<file path="src/rtl/seven_seg_scan_decoder.sv">
// Recovers hex digits from active-low multiplexed seven-segment drive; captures after STABLE_CYCLES identical samples.
// Latency: input change before edge k updates outputs at edge k+STABLE_CYCLES; no backpressure (monitor only).
module seven_seg_scan_decoder #(
  parameter int DIGITS        = 4,
  parameter int STABLE_CYCLES = 4
) (
  input  logic                  Clock,
  input  logic                  Reset,
  input  logic [6:0]            Seg_In,
  input  logic [DIGITS-1:0]     Digit_En,
  output logic [4*DIGITS-1:0]   Value_Out,
  output logic [DIGITS-1:0]     Digit_Valid,
  output logic                  Error_Out,
  output logic                  Frame_Done
);

  localparam int CW = $clog2(STABLE_CYCLES + 1);
  localparam int IW = (DIGITS > 1) ? $clog2(DIGITS) : 1;

  typedef enum logic [1:0] {IDLE, SETTLE, HELD} state_t;

  state_t              state;
  logic [CW-1:0]       count;
  logic [6:0]          seg_q, seg_p;
  logic [DIGITS-1:0]   en_q, en_p;
  logic [DIGITS-1:0]   captured_mask;

  logic                changed;
  logic                one_hot;
  logic [IW-1:0]       sel;
  logic [3:0]          zeros;
  logic [DIGITS-1:0]   mask_set;
  logic                dec_legal, dec_blank;
  logic [3:0]          dec_nib;

  // Returns {legal, blank, nibble}.
  function automatic logic [5:0] decode(input logic [6:0] s);
    case (s)
      7'b0000001: decode = 6'b10_0000;
      7'b1001111: decode = 6'b10_0001;
      7'b0010010: decode = 6'b10_0010;
      7'b0000110: decode = 6'b10_0011;
      7'b1001100: decode = 6'b10_0100;
      7'b0100100: decode = 6'b10_0101;
      7'b0100000: decode = 6'b10_0110;
      7'b0001111: decode = 6'b10_0111;
      7'b0000000: decode = 6'b10_1000;
      7'b0000100: decode = 6'b10_1001;
      7'b0001000: decode = 6'b10_1010;
      7'b1100000: decode = 6'b10_1011;
      7'b0110001: decode = 6'b10_1100;
      7'b1000010: decode = 6'b10_1101;
      7'b0110000: decode = 6'b10_1110;
      7'b0111000: decode = 6'b10_1111;
      7'b1111111: decode = 6'b01_0000;
      default:    decode = 6'b00_0000;
    endcase
  endfunction

  always_comb begin
    changed = ({seg_q, en_q} != {seg_p, en_p});
    {dec_legal, dec_blank, dec_nib} = decode(seg_q);
    zeros = 4'd0;
    sel   = '0;
    for (int i = 0; i < DIGITS; i++) begin
      if (!en_q[i]) begin
        zeros = zeros + 4'd1;
        sel   = IW'(i);
      end
    end
    one_hot       = (zeros == 4'd1);
    mask_set      = captured_mask;
    mask_set[sel] = 1'b1;
  end

  always_ff @(posedge Clock) begin
    if (Reset) begin
      state         <= IDLE;
      count         <= '0;
      seg_q         <= '1;
      seg_p         <= '1;
      en_q          <= '1;
      en_p          <= '1;
      captured_mask <= '0;
      Value_Out     <= '0;
      Digit_Valid   <= '0;
      Error_Out     <= 1'b0;
      Frame_Done    <= 1'b0;
    end else begin
      seg_q      <= Seg_In;
      en_q       <= Digit_En;
      seg_p      <= seg_q;
      en_p       <= en_q;
      Error_Out  <= 1'b0;
      Frame_Done <= 1'b0;
      if (changed) begin
        state <= SETTLE;
        count <= CW'(1);
      end else if (state == SETTLE) begin
        if (count == CW'(STABLE_CYCLES - 1)) begin
          // Count saturates at STABLE_CYCLES; a malformed select abandons the settle.
          count <= CW'(STABLE_CYCLES);
          if (one_hot) begin
            state <= HELD;
            if (dec_legal) begin
              Value_Out[{sel, 2'b00} +: 4] <= dec_nib;
              Digit_Valid[sel]             <= 1'b1;
            end else if (dec_blank) begin
              Value_Out[{sel, 2'b00} +: 4] <= 4'h0;
              Digit_Valid[sel]             <= 1'b0;
            end else begin
              Digit_Valid[sel] <= 1'b0;
              Error_Out        <= 1'b1;
            end
            if (&mask_set) begin
              Frame_Done    <= 1'b1;
              captured_mask <= '0;
            end else begin
              captured_mask <= mask_set;
            end
          end else begin
            state <= IDLE;
          end
        end else begin
          count <= count + CW'(1);
        end
      end
    end
  end

endmodule

</file>
<file path="config.mk">
export PLATFORM = sky130hd
export DESIGN_NAME = seven_seg_scan_decoder
export DESIGN_NICKNAME = d
export VERILOG_FILES = /design/src/rtl/seven_seg_scan_decoder.sv
export SDC_FILE = /design/constraint.sdc
export NUM_CORES = 1
export LEC_CHECK = 0
export ABC_AREA = 1
export BUFFER_PORTS_ARGS = -buffer_cell sky130_fd_sc_hd__buf_2
export CORE_MARGIN = 2
export CORE_UTILIZATION = 60
export DETAILED_ROUTE_END_ITERATION = 8
export PLACE_DENSITY = 0.82
export SETUP_SLACK_MARGIN = 0.15
export SKIP_CTS_REPAIR_TIMING = 1
export SLEW_MARGIN = 10
export SYNTH_ARGS = -nofsm -noshare
export SYNTH_HDL_FRONTEND = slang
export SYNTH_SLANG_ARGS = --single-unit
export TNS_END_PERCENT = 50
</file>
<file path="constraint.sdc">
create_clock -name Clock -period 5 [get_ports Clock]
set_clock_uncertainty 0.2 [all_clocks]
set_input_delay 0.75 -clock Clock [delete_from_list [all_inputs] [get_ports Clock]]
set_output_delay 0.75 -clock Clock [all_outputs]
set_load 0.01 [all_outputs]
</file>
==> results_dict.tcl, run 1 <==
set metrics [dict create \
    status "completed" \
    final_common_cell "nand2_1" \
    ys.warnings.count 0 \
    p_leak_uw 0.00158 \
    slew_violations 0 \
    fillers 376 \
    synth.avg_cell_area_um2 7.05 \
    muxShareOfSynthArea_pct 0 \
    io_buffers 34 \
    gp_congestion 0.883 \
    synth_area_um2 2780 \
    seq_area_um2 1060 \
    boundaryPins 35 \
    totalWireLength_mm 5.30 \
    grt_pass1_vias 2270 \
    r2r_end "Value_Out[0]" \
    syn_to_final_growth_pct 10.3 \
    die_area_um2 5190 \
    firstDrtPassIters 5 \
    critPathCapture "Value_Out[0]" \
    setup.worst_path.end_class "flip-flop" \
    maxCapViolCount 0 \
    power_density_nw_per_um2 245 \
    crit_type "flip-flop to flip-flop" \
    startpoint_type "flip-flop" \
    min_path_type "flip-flop to flip-flop" \
    max_slew_margin_pct 50.5 \
    core_area_um2 4410 \
    worstRegToRegCells 13 \
    setup_tns_ns 0 \
    synth_compound_area_share_pct 7.03 \
    ant_nets 0 \
    overflow 0 \
    globalRouteTotalUtil_pct 22.5 \
    fin_nets 455 \
    finalCriticalPeriod_ns 2.84 \
    synth_edf_count 0 \
    rsz0062_at_grt "no" \
    antenna_found_initial 0 \
    setup.worst_path.start "en_q[1]" \
    drtIter0Drc 116 \
    die-height_um 72.0 \
    synth_adder_area_share_pct 5.86 \
    yosys.area_share.simple_pct 38.4 \
    grt_pass1_wl_mm 9.30 \
    multi_input_area_um2 1490 \
    crit_chain "inv_1, ha_1, xnor2_2, ha_1, or2_2, o21ai_1, nand2_2, nor2_8, and2_4, nand2_4, nand2_1, nand2_1, nor2_1" \
    synth_seq_cells 53 \
    cts_num_sinks 53 \
    max_stage_delay_ns 0.35 \
    wl_per_cell_um 11.0 \
    setup_viol 0 \
    whs_ns 0.245 \
    path_clk_slew_ns 0.08 \
    n_antenna_cell 0 \
    synth_cells 394 \
    clkLatencyLatePin_ns 0.31 \
    synthDistinctLibCells 34 \
    initial_utilization_pct 62.9 \
    grt_max_degree 27 \
    avgViaCountPerCell 5.01 \
    rrSetupSlack_ns 2.16 \
    fmax_mhz 352 \
    ir_worst_vdd_v 0.000168 \
    die_w_um 72.0 \
    yosysSeqAreaShare_pct 38.2 \
    period_share_pct 56.8 \
    cts_tree "done" \
    cts.path.max_buffers 2 \
    syn-num-nets 420 \
    cp.required_ns 5.05 \
    async_flop_share_pct 0 \
    layout_common_cells "nand2_1 (93), nor2_1 (66), dfxtp_1 (53)" \
    drive_above_1_share_pct 21.2 \
    root_buffer "clkbuf_8" \
    hold_viol 0 \
    synth_top_family_by_area "simple AND/OR/NAND/NOR gates" \
    reg2reg_from "en_q[1]" \
    arrival_ns 2.89 \
    row_count 24 \
    slowest_stage "dfxtp_1" \
    cts_buffers 5 \
    crit_fanout 8 \
    hpwl_mm 4.11 \
    ys.flop_type "dfxtp_1" \
    h-tree-depth 2 \
    synth_xor_area_share_pct 2.48 \
    drcViolationCount 0 \
    vias 2416 \
    tightest_slew_ns 0.741 \
]
registers in the layout, summed over array words and instances, names as in the netlist, 2 cells and up, named ones only:
register,cells
en_q,4
seg_p,7
captured_mask,4
count,3
state,2
en_p,4
Value_Out,16
seg_q,7
per-layer routing:
layer	track usage [%]	part of all wire (%)	wire [um]
met1	27.0	46	2430
met2	39.4	48	2530
met3	4.72	4.9	260
met4	8.81	1.5	78
met5	0	0	0
worst min path at each step:
stage,slack (ns),cells past startpoint,endpoint
finish,0.24,2,flip-flop
detailed placement,0.23,2,flip-flop
global route,0.29,2,state[1]
CTS,0.25,2,flip-flop
floorplan,0.23,2,captured_mask[0]
global placement,0.23,2,flip-flop
through the flow:
| step | setup WS [ns] | util [%] | cell area [um^2] | std cells | power [uW] |
|---|---|---|---|---|---|
| 6_report | 2.16 | 69.4 | 3060 | 482 | 749 |
| 3_5_place_dp | 2.19 | 67.5 | 2980 | 474 | 531 |
| 2_1_floorplan | 2.36 | - | 2780 | 394 | 513 |
| 5_1_grt | 1.90 | 69.4 | 3060 | 482 | 782 |
| 3_3_place_gp | 2.27 | 67.5 | 2980 | 474 | 528 |
| 4_1_cts | 2.17 | 69.4 | 3060 | 482 | 756 |
cells in the mapped netlist (2+ instances only):
library cell | instances | area (um^2)
nor2_2 | 10 | 62.6
inv_1 | 42 | 158
nand4_1 | 5 | 31.3
clkbuf_1 | 3 | 11.3
nand3_2 | 3 | 30.0
nand2_4 | 2 | 22.5
nand2_2 | 5 | 31.3
or2_2 | 13 | 81.3
xnor2_1 | 5 | 43.8
inv_2 | 9 | 33.8
nand3_4 | 2 | 35.0
ha_1 | 13 | 163
a21oi_1 | 19 | 95.1
nand2_1 | 93 | 349
o21ai_1 | 3 | 15.0
nor2_1 | 66 | 248
o21ai_0 | 8 | 40.0
nor2_4 | 2 | 22.5
dfxtp_1 | 53 | 1060
nor3_1 | 2 | 10.0
nand3_1 | 23 | 115
critical path: cells and delay by family (launching register included):
family,cells,cell delay (ns)
adder cells (fa/ha/maj),2,0.64
AO/OA/AOI/OAI,1,0.20
buffers and inverters,1,0.09
flip-flops,1,0.35
AND/OR/NAND/NOR,8,1.14
XOR/XNOR,1,0.17
cell type report:
type / instances / share of cell area [%]
tap: 52 / 2.12
timing repair buffer: 34 / 5.55
sequential: 53 / 34.6
clock buffer: 6 / 2.37
clock inverter: 2 / 0.327
inverter: 51 / 6.25
multi-input combinational: 284 / 48.8
power breakdown:
part           total, uW  internal, uW  switching (uW)
clock                228          97.1             131
combinational       80.2          27.9            52.3
sequential           441           431            9.68
total                749           556             193
logic make-up after synthesis:
group | after synthesis
and+or+nand+nor | 228
xor gates and xnor gates | 7
adders and majority gates | 13
AOI/OAI and AO/OA | 36
buffers and inverters | 57
DFF | 53
(Power assumes the default switching activity.)
==> run 2: changes to the inputs <==
--- a/config.mk
+++ b/config.mk
@@ -5,12 +5,12 @@
 export SDC_FILE = /design/constraint.sdc
 export NUM_CORES = 1
 export LEC_CHECK = 0
-export ABC_AREA = 1
+export ABC_AREA = 0
 export BUFFER_PORTS_ARGS = -buffer_cell sky130_fd_sc_hd__buf_2
 export CORE_MARGIN = 2
-export CORE_UTILIZATION = 60
+export CORE_UTILIZATION = 57
 export DETAILED_ROUTE_END_ITERATION = 8
-export PLACE_DENSITY = 0.82
+export PLACE_DENSITY = 0.79
 export SETUP_SLACK_MARGIN = 0.15
 export SKIP_CTS_REPAIR_TIMING = 1
 export SLEW_MARGIN = 10
==> constraint.sdc (replaced) <==
create_clock -name Clock -period 2.7 [get_ports Clock]
set_clock_uncertainty 0.2 [all_clocks]
set_input_delay 0.405 -clock Clock [delete_from_list [all_inputs] [get_ports Clock]]
set_output_delay 0.405 -clock Clock [all_outputs]
set_load 0.01 [all_outputs]
==> run 2 against run 1 <==
Power is 100% higher. Critical path type unchanged. Synthesized cell count is 29% lower. Sequential power is 87% higher. Combinational power is 110% higher.
==> results_dict.tcl, run 2 <==
set metrics [dict create \
    path_clk_slew_ns 0.10 \
    min_path_cells 2 \
    worstRegToRegCells 10 \
    whs_ns 0.0725 \
    yosys-top-cells-area "dfxtp_1 (40%), ha_1 (6.1%), or2_2 (5.4%), xnor2_1 (4.6%), nand2b_1 (4.5%)" \
    crit_chain "inv_2, ha_4, xnor2_4, ha_4, o21ba_4, a2111oi_4, buf_4, and2_4, o311a_4, o2bb2ai_1" \
    core_area_um2 4410 \
    combPwrFrac_pct 11.2 \
    overflow 0 \
    async_flop_share_pct 0 \
    clockPowerShare_pct 35.0 \
    min_from "Seg_In[0]" \
    stdcell_area_um2 3160 \
    die_area_um2 5230 \
    period_share_pct 95.6 \
    critPathBufInv 2 \
    max_stage_delay_ns 0.35 \
    power_switching_share_pct 24.2 \
    startpoint_type "flip-flop" \
    max_slew_margin_pct 53.7 \
    clkLatencyLatePin_ns 0.31 \
    cp.required_ns 2.75 \
    status "completed" \
    critPathTopFamily "compound AO/OA/AOI/OAI gates" \
    tightest_slew_ns 0.695 \
    r2r_end "Value_Out[13]" \
    initial_utilization_pct 60.3 \
    rsz0062_at_grt "yes" \
    fmax_mhz 388 \
    layout_common_cells "dfxtp_1 (50), buf_2 (34), or2_2 (23)" \
    synthDistinctLibCells 52 \
    drtIter0Drc 121 \
    maxCapViolCount 0 \
    path_common_cell "ha_4" \
    grt_pass1_wl_mm 8.69 \
    die_w_um 72.3 \
    synth.avg_cell_area_um2 9.48 \
    setup_slack_ns 0.120 \
    yosysSeqAreaShare_pct 39.8 \
    avgViaCountPerCell 5.75 \
    min_path_type "primary input to flip-flop" \
    grt_pass1_vias 1972 \
    synth_top_area_share_pct 39.8 \
    dpl_worst_slack_ns -0.00398 \
    syn-num-nets 307 \
    root_buffer "clkbuf_8" \
    hold_viol 0 \
    slowest_stage "dfxtp_2" \
    drcViolationCount 0 \
    synth_area_um2 2660 \
    firstDrtPassIters 4 \
    internal_power_uw 1160 \
    p_seq_share_pct 53.8 \
    final_common_cell "dfxtp_1" \
    slew_violations 0 \
    gp_congestion 0.827 \
    cts_buffers 5 \
    setup_viol 0 \
    p_leak_uw 0.00130 \
    synthTopCellsByCount "dfxtp_1 (53), or2_2 (23), nand2b_1 (19)" \
    setup.worst_path.end_class "flip-flop" \
    fillers 344 \
    fin_nets 348 \
    io_buffers 34 \
    crit_fanout 7 \
    min_to "seg_q[0]" \
    boundaryPins 35 \
    totalWireLength_mm 5.39 \
    yosysMostFrequentCell "dfxtp_1" \
    globalRouteTotalUtil_pct 20.6 \
    synth_cells 281 \
    synth_seq_cells 53 \
    cts_num_sinks 53 \
    synth_largest_area_cell "dfxtp_1" \
    syn_to_final_growth_pct 18.8 \
    largest_register_ffs 16 \
    cts.path.max_buffers 2 \
    grt_max_degree 51 \
    antenna_found_initial 0 \
    vias 2157 \
    ir_worst_vdd_v 0.000369 \
    ant_nets 0 \
    die-height_um 72.3 \
    arrival_ns 2.63 \
    wl_per_cell_um 14.4 \
    ys.warnings.count 0 \
    top_register "Value_Out" \
    drive_above_1_share_pct 34.4 \
    reg_top3 "Value_Out x16, seg_p x7, seg_q x7" \
    n_antenna_cell 0 \
    row_count 24 \
    place_area_um2 2880 \
    hpwl_mm 3.64 \
    cts_tree "done" \
    switchingPower_uw 370 \
    stdcell_count 375 \
    ys.flop_type "dfxtp_1" \
    synth_edf_count 0 \
    finalCriticalPeriod_ns 2.58 \
    crit_type "flip-flop to flip-flop" \
    h-tree-depth 2 \
    rrSetupSlack_ns 0.12 \
    power_density_nw_per_um2 484 \
    dp_cells 360 \
    reg2reg_from "en_q[1]" \
]
[run 2: cell families (layout without fill, tap and decap cells)]
group / count (synthesis) / in the layout / share of synthesized area [%]
adders and majority gates: 13 / 13 / 6.11
muxes: 5 / 5 / 1.88
buffers and inverters: 27 / 68 / 5.31
and+or+nand+nor: 114 / 115 / 25.3
AOI/OAI and AO/OA: 54 / 54 / 16.6
xor gates and xnor gates: 15 / 15 / 4.93
DFF: 53 / 53 / 39.8
[run 2: worst max path at each step]
stage	to	from	cells past startpoint	slack, ns
after floorplan	Value_Out[7]	en_q[0]	11	0.15
after global placement	Value_Out[2]	en_q[0]	10	0.18
after detailed placement	Value_Out[2]	en_q[0]	10	-0.004
after CTS	Value_Out[2]	en_q[0]	10	0.01
after global routing	Value_Out[1]	en_q[1]	9	0.007
final	Value_Out[13]	en_q[1]	10	0.12
[run 2: final cells by class]
cell class	instances	area (um^2)	share of cell area (%)
clock inverter	2	38.8	1.23
clock buffer	6	72.6	2.29
tap	52	65.1	2.06
multi-input combinational	202	1600	50.4
sequential	53	1060	33.6
inverter	10	37.5	1.19
timing repair buffer	50	290	9.17
[run 2: power by group through the flow]
stage                     sequential (uW)  clock [uW]  combinational, uW
after floorplan                       826           0                126
after global placement                839           0                146
after detailed placement              840           0                151
after CTS                             822         547                152
after global routing                  827         566                190
final                                 824         537                172
[run 2: per-stage QoR]
| stage | setup TNS (ns) | total power [uW] | utilization [%] |
|---|---|---|---|
| floorplan | 0 | 952 | - |
| global placement | 0 | 985 | 65.3 |
| detailed placement | -0.00398 | 991 | 65.3 |
| CTS | 0 | 1520 | 67.8 |
| global route | 0 | 1580 | 71.7 |
| finish | 0 | 1530 | 71.7 |
[run 2: layer usage]
metal	GRT usage, %	vias up	wire (um)
met5	0	-	0
met2	34.9	41	2760
met4	7.34	0	79
li1	-	1080	-
met1	25.9	1029	2370
met3	4.31	7	181
